File: config.mk
export PLATFORM = sky130hd
export DESIGN_NAME = input_arbiter
export DESIGN_NICKNAME = d
export VERILOG_FILES = /design/src/rtl/input_arbiter.sv
export SDC_FILE = /design/constraint.sdc
export NUM_CORES = 1
export LEC_CHECK = 0
export CAP_MARGIN = 0
export CORE_MARGIN = 5
export CORE_UTILIZATION = 45
export DETAILED_ROUTE_END_ITERATION = 16
export PLACE_DENSITY = 0.76
export SKIP_CTS_REPAIR_TIMING = 1
export SYNTH_ARGS = -nofsm -noshare
export SYNTH_HDL_FRONTEND = slang
export SYNTH_SLANG_ARGS = --single-unit
File: constraint.sdc
create_clock -name clk -period 2.3 [get_ports clk]
set_clock_uncertainty 0.1 [all_clocks]
set_input_delay 0.575 -clock clk [delete_from_list [all_inputs] [get_ports clk]]
set_output_delay 0.575 -clock clk [all_outputs]
set_load 0.05 [all_outputs]
File: src/rtl/input_arbiter.sv
// Two-source command arbiter (manual/auto) for the kitchen game: fixed hold, one-cycle gap, starvation guard.
// Optional forced release of a stuck owner is compiled in with `define ARB_TIMEOUT_EN.
module input_arbiter #(
  parameter int HOLD_CYC   = 4,
  parameter int STARVE_MAX = 3,
  parameter int TIMEOUT    = 255
) (
  input  logic       clk,
  input  logic       rst,
  input  logic       req_man,
  input  logic [7:0] cmd_man,
  input  logic       req_auto,
  input  logic [7:0] cmd_auto,
  input  logic       mode_auto,
  output logic [7:0] in_bits,
  output logic       gnt_man,
  output logic       gnt_auto,
  output logic       done_man,
  output logic       done_auto,
  output logic       busy,
  output logic       timeout,
  output logic [1:0] state_arb
);
  localparam int CNT_MAX = (HOLD_CYC > TIMEOUT) ? HOLD_CYC : TIMEOUT;
  localparam int CNT_W   = $clog2(CNT_MAX + 1);
  localparam int SW_RAW  = $clog2(STARVE_MAX + 1);
  localparam int ST_W    = (SW_RAW > 2) ? SW_RAW : 2;
  localparam logic [CNT_W-1:0] HOLD_LAST  = CNT_W'(HOLD_CYC - 1);
  localparam logic [ST_W-1:0]  STARVE_LIM = ST_W'(STARVE_MAX);
`ifdef ARB_TIMEOUT_EN
  localparam logic [CNT_W-1:0] TIMEOUT_LAST = CNT_W'(TIMEOUT - 1);
`endif

  typedef enum logic [1:0] {
    ST_IDLE  = 2'd0,
    ST_GRANT = 2'd1,
    ST_GAP   = 2'd2
  } state_t;

  state_t            r_state, w_state_next;
  logic              r_owner, w_owner_next;          // 1 = auto owns the bus
  logic [CNT_W-1:0]  r_cnt, w_cnt_next;
  logic              r_past_hold, w_past_next;
  logic [ST_W-1:0]   r_starve, w_starve_next, w_starve_eff;
  logic              r_mode_prev;
  logic              r_force_valid, w_force_next;
  logic              r_force_src, w_force_src_next;
  logic [7:0]        r_in_bits, w_in_bits_next;
  logic              r_gnt_man, r_gnt_auto, r_done_man, r_done_auto, r_busy, r_timeout;
  logic              w_done_next, w_timeout_next, w_win_auto, w_owner_req, w_other_req;

  // A preference flip restarts fairness accounting from scratch.
  assign w_starve_eff = (mode_auto != r_mode_prev) ? '0 : r_starve;

  always_comb begin
    w_state_next     = r_state;
    w_owner_next     = r_owner;
    w_cnt_next       = r_cnt;
    w_past_next      = r_past_hold;
    w_starve_next    = w_starve_eff;
    w_force_next     = r_force_valid;
    w_force_src_next = r_force_src;
    w_in_bits_next   = 8'h00;
    w_done_next      = 1'b0;
    w_timeout_next   = 1'b0;
    w_win_auto       = 1'b0;
    w_owner_req      = r_owner ? req_auto : req_man;
    w_other_req      = mode_auto ? req_man : req_auto;

    case (r_state)
      ST_IDLE: begin
        if (req_man || req_auto) begin
          if (req_man && req_auto) begin
            if (r_force_valid)                  w_win_auto = r_force_src;
            else if (w_starve_eff == STARVE_LIM) w_win_auto = ~mode_auto;
            else                                 w_win_auto = mode_auto;
          end else begin
            w_win_auto = req_auto;
          end
          if ((w_win_auto == mode_auto) && w_other_req)
            w_starve_next = (w_starve_eff < STARVE_LIM) ? w_starve_eff + ST_W'(1) : STARVE_LIM;
          else
            w_starve_next = '0;
          w_force_next   = 1'b0;
          w_state_next   = ST_GRANT;
          w_owner_next   = w_win_auto;
          w_cnt_next     = '0;
          w_past_next    = 1'b0;
          w_in_bits_next = w_win_auto ? cmd_auto : cmd_man;
        end
      end

      ST_GRANT: begin
        w_in_bits_next = r_in_bits;
        if (!r_past_hold) begin
          if (r_cnt < HOLD_LAST) begin
            w_cnt_next = r_cnt + CNT_W'(1);
          end else if (!w_owner_req) begin
            w_state_next = ST_GAP;
          end
`ifdef ARB_TIMEOUT_EN
          else begin
            w_past_next = 1'b1;
            w_cnt_next  = '0;
          end
`endif
        end
`ifdef ARB_TIMEOUT_EN
        else if (!w_owner_req) begin
          w_state_next = ST_GAP;
        end else if (r_cnt == TIMEOUT_LAST) begin
          w_state_next     = ST_GAP;
          w_timeout_next   = 1'b1;
          w_force_next     = 1'b1;
          w_force_src_next = ~r_owner;
        end else begin
          w_cnt_next = r_cnt + CNT_W'(1);
        end
`endif
        if (w_state_next == ST_GAP) begin
          w_in_bits_next = 8'h00;
          w_done_next    = 1'b1;
          w_cnt_next     = '0;
          w_past_next    = 1'b0;
        end
      end

      ST_GAP:  w_state_next = ST_IDLE;
      default: w_state_next = ST_IDLE;
    endcase
  end

  always_ff @(posedge clk) begin
    if (rst) begin
      r_state       <= ST_IDLE;
      r_owner       <= 1'b0;
      r_cnt         <= '0;
      r_past_hold   <= 1'b0;
      r_starve      <= '0;
      r_mode_prev   <= 1'b0;
      r_force_valid <= 1'b0;
      r_force_src   <= 1'b0;
      r_in_bits     <= 8'h00;
      r_gnt_man     <= 1'b0;
      r_gnt_auto    <= 1'b0;
      r_done_man    <= 1'b0;
      r_done_auto   <= 1'b0;
      r_busy        <= 1'b0;
      r_timeout     <= 1'b0;
    end else begin
      r_state       <= w_state_next;
      r_owner       <= w_owner_next;
      r_cnt         <= w_cnt_next;
      r_past_hold   <= w_past_next;
      r_starve      <= w_starve_next;
      r_mode_prev   <= mode_auto;
      r_force_valid <= w_force_next;
      r_force_src   <= w_force_src_next;
      r_in_bits     <= w_in_bits_next;
      r_gnt_man     <= (w_state_next == ST_GRANT) && !w_owner_next;
      r_gnt_auto    <= (w_state_next == ST_GRANT) && w_owner_next;
      r_done_man    <= w_done_next && !r_owner;
      r_done_auto   <= w_done_next && r_owner;
      r_busy        <= (w_state_next != ST_IDLE);
      r_timeout     <= w_timeout_next;
    end
  end

  assign in_bits   = r_in_bits;
  assign gnt_man   = r_gnt_man;
  assign gnt_auto  = r_gnt_auto;
  assign done_man  = r_done_man;
  assign done_auto = r_done_auto;
  assign busy      = r_busy;
  assign timeout   = r_timeout;
  assign state_arb = r_state;
endmodule

==> summary.md, run 1 <==
| Metric | Value |
|---|---|
| Outcome | finished clean |
| Area leader, netlist | dfxtp_1 |
| Setup slack, reg-to-reg | 170 ps |
| R2R Path Start | r_cnt[0] |
| Synth top cells by count | dfxtp_1 (27), mux2i_1 (10), nor2_1 (8), o2bb2ai_2 (8), nor3_1 (5) |
| Area grow syn2layout | 34.3% |
| Clock tree buffer depth | 2 |
| Reg2Reg Depth | 5 |
| Cell Chain, Critical Path | clkdlybuf4s50_1 |
| Initial DRC count | 52 |
| PortBufs | 35 |
| Mapped cell area | approximately 1300 um2 |
| First drt pass iteration count | 4 |
| Netlist cell types | 45 |
| Final WL | about 3.0 mm |
| CTS tree | done |
| YS warnings | 0 |
| Global-route wire length before repair | around 5.3 mm |
| Worst Path Buf+Inv | 1 |
| Io pins | 37 |
| Vias per std cell | 5.64 |
| Largest stage delay, worst path | slightly above 800 ps |
| Worst-path clk slew | 150 ps |
| Number of filler cells placed in the layout | 238 |
| Critical path required time | roughly 1600 ps |
| Largest net degree at the start of global routing | 16 |
| Final hold viol count | 0 |
| Syn Inst Count | between 100 and 150 |
| Final setup vio count | 0 |
| Core Rows | 19 |
| Clock Latency Late Sink | 330 ps |
| Height of the die | approximately 64 um |
| Routed Antenna Nets | 0 |
| # DRC | 0 |
| Top FF cell, synth | dfxtp_1 |
| Vias in the first global route | between 1000 and 1500 |
| Root Driver | clkbuf_4 |
| Fin cells | 192 |
| CP Class | reg -> out |
| Synth Area in Adders | 0.00965 |
| H-tree Lvls | 1 |
| Antenna violations before repair | 0 |
| Die Span X | approximately 64 um |
| HPWL Detailed | 2.39 mm |
| Tot GR Track Use | 0.159 |
| Initial Util | 0.470 |
| Via count | around 1100 |
| Synth async-reset ratio | 0 |
| Multiplexer share of the synthesized area | 0.0888 |
| Final Hold Slack | between 300 and 400 ps |
| Routability Congestion | approximately 0.83 |
| Global route total overflow | 0 |
| Core outline area | between 2000 and 3000 um2 |
| Post-synthesis compound-gate area fraction | 0.223 |
| Post-synth EDFFs | 0 |
| Syn_area_per_cell | about 11 um2 |
| Pleak | slightly below 0.7 nW |
| Final Max Tran Viols | 0 |
| Register area share after synthesis | 0.417 |
| Slowest cell on crit path | clkdlybuf4s50_1 |
| CP Capture Point | in_bits[1] |
| Synthesized-area fraction occupied by and/or/nand/nor cells | 0.199 |
| Synthesized flop and latch total | 27 |
| Final min period | 2220 ps |
| Nets | 184 |
| Maximum vdd drop | approximately 0.38 mV |
| Most frequent cell after synthesis | dfxtp_1 |
| Tcrit/Tclk final | 0.966 |
| Largest cells by area after synthesis | dfxtp_1 (42%), o2bb2ai_2 (9.3%), mux2i_1 (7.7%), nor3_2 (3.1%), nor2_1 (2.3%) |
| Hold/Removal Path Class | reg -> reg |
| Cell total after placement | 188 |
| Crit path max fanout | 2 |
| Relative slew slack | 0.661 |
| Worst setup startpoint | in_bits[1] |
| Crit. End Element | output port |
| Startpoint types | flip-flop |
| WP depth | 1 |
| Routed wire length per instance | ~15 um |
| Hold Path Cell Cnt | 1 |
| CP Data Arrival Time | roughly 1600 ps |
| # diodes | 0 |
| Worst-margin pin slew | ~500 ps |
| MaxCap Viol Count | 0 |
| Main combinational cell family by area after synthesis | compound AO/OA/AOI/OAI gates |
| Layout cell share with drive strength beyond 1 | 0.211 |
| Synth top area share | 0.417 |
| CTS buffer count | 3 |
| Worst reg2reg endpoint | in_bits[6] |
| Fmax | roughly 0.45 GHz |
| Post-Syn Nets | ~140 |
| Total clock sinks | 27 |
| Top Family by Delay on Critical Path | buffers and inverters |
| XOR/XNOR share of the synthesized area | 0.0203 |
| RSZ-0062 raised after global routing | false |
| Die area | approximately 4100 um2 |
| Power Density | around 560 nW/um2 |
==> how the worst min path moves through the flow <==
stage	start	end	slack, ps
2_1_floorplan	r_owner	done_man	350
3_3_place_gp	in_bits[7]	in_bits[7]	360
3_5_place_dp	in_bits[0]	in_bits[0]	360
4_1_cts	in_bits[3]	in_bits[3]	390
5_1_grt	in_bits[3]	in_bits[3]	400
6_report	in_bits[3]	in_bits[3]	390
==> layout make-up <==
| class | instances | area (um2) | share of cell area |
|---|---|---|---|
| well taps | 31 | 38.8 | 0.0223 |
| clock buffers | 3 | 22.5 | 0.0129 |
| repair buffers | 44 | 413 | 0.237 |
| clock inverters | 1 | 5.00 | 0.00288 |
| flip-flops and latches | 27 | 541 | 0.311 |
| inverters | 3 | 11.3 | 0.00647 |
| multi-input cells | 83 | 709 | 0.408 |
==> state kept, by name, indices dropped and copies added, names as in the netlist <==
name	flops
in_bits	8
r_cnt	8
r_starve	2
state_arb	2
busy	1
done_auto	1
done_man	1
gnt_auto	1
gnt_man	1
r_mode_prev	1
r_owner	1
==> report_power, final <==
part	internal, mW	switching [mW]	total (mW)
combinational	0.114	0.141	0.254
sequential	0.491	0.0214	0.512
clock	0.0653	0.144	0.209
total	0.670	0.306	0.976
==> metal layers <==
layer,GRT usage,vias up,wire (um)
met5,0,-,0
met4,0.0545,0,35
met3,0.0337,4,164
met2,0.319,31,1670
met1,0.156,521,1100
li1,-,526,-
==> logic make-up (layout without fill, tap and decap cells) <==
kind of cell,Yosys count,count (layout)
other,1,1
DFF,27,27
xor gates and xnor gates,3,3
AOI/OAI and AO/OA,27,27
and+or+nand+nor,40,40
muxes,11,11
adders and majority gates,1,1
buffers and inverters,10,51
==> per-stage QoR <==
stage               instance area (um2)  power, mW  TNS (ps)  utilization  setup WS (ps)
floorplan                          1300      0.678         0            -            310
global placement                   1710      0.771     -15.4        0.621          -15.4
detailed placement                 1710      0.778      -249        0.621          -88.9
CTS                                1740      0.986         0        0.631           65.9
global route                       1740       1.03         0        0.631           17.5
finish                             1740      0.976         0        0.631           77.2
==> cell usage in the layout (no fill, tap or decap), drive strengths merged, types with 3 or more instances in the layout <==
master	netlist	routed
o2bb2ai	8	8
buf	4	11
or3	3	3
nor3	9	9
a211oi	5	5
nand2	3	3
dfxtp	27	27
clkdlybuf4s50	0	33
clkbuf	3	3
nor2	8	8
mux2i	10	10
inv	3	3
nand2b	3	3
Note: power is estimated with default switching activity, not from simulation.
==> run 2: changes to the inputs <==
--- a/config.mk
+++ b/config.mk
@@ -11,6 +11,7 @@
 export DETAILED_ROUTE_END_ITERATION = 16
 export PLACE_DENSITY = 0.76
 export SKIP_CTS_REPAIR_TIMING = 1
+export SLEW_MARGIN = 10
 export SYNTH_ARGS = -nofsm -noshare
 export SYNTH_HDL_FRONTEND = slang
 export SYNTH_SLANG_ARGS = --single-unit
==> results of run 2 <==
The final DEF is identical to that of run 1; final timing and power are the same.
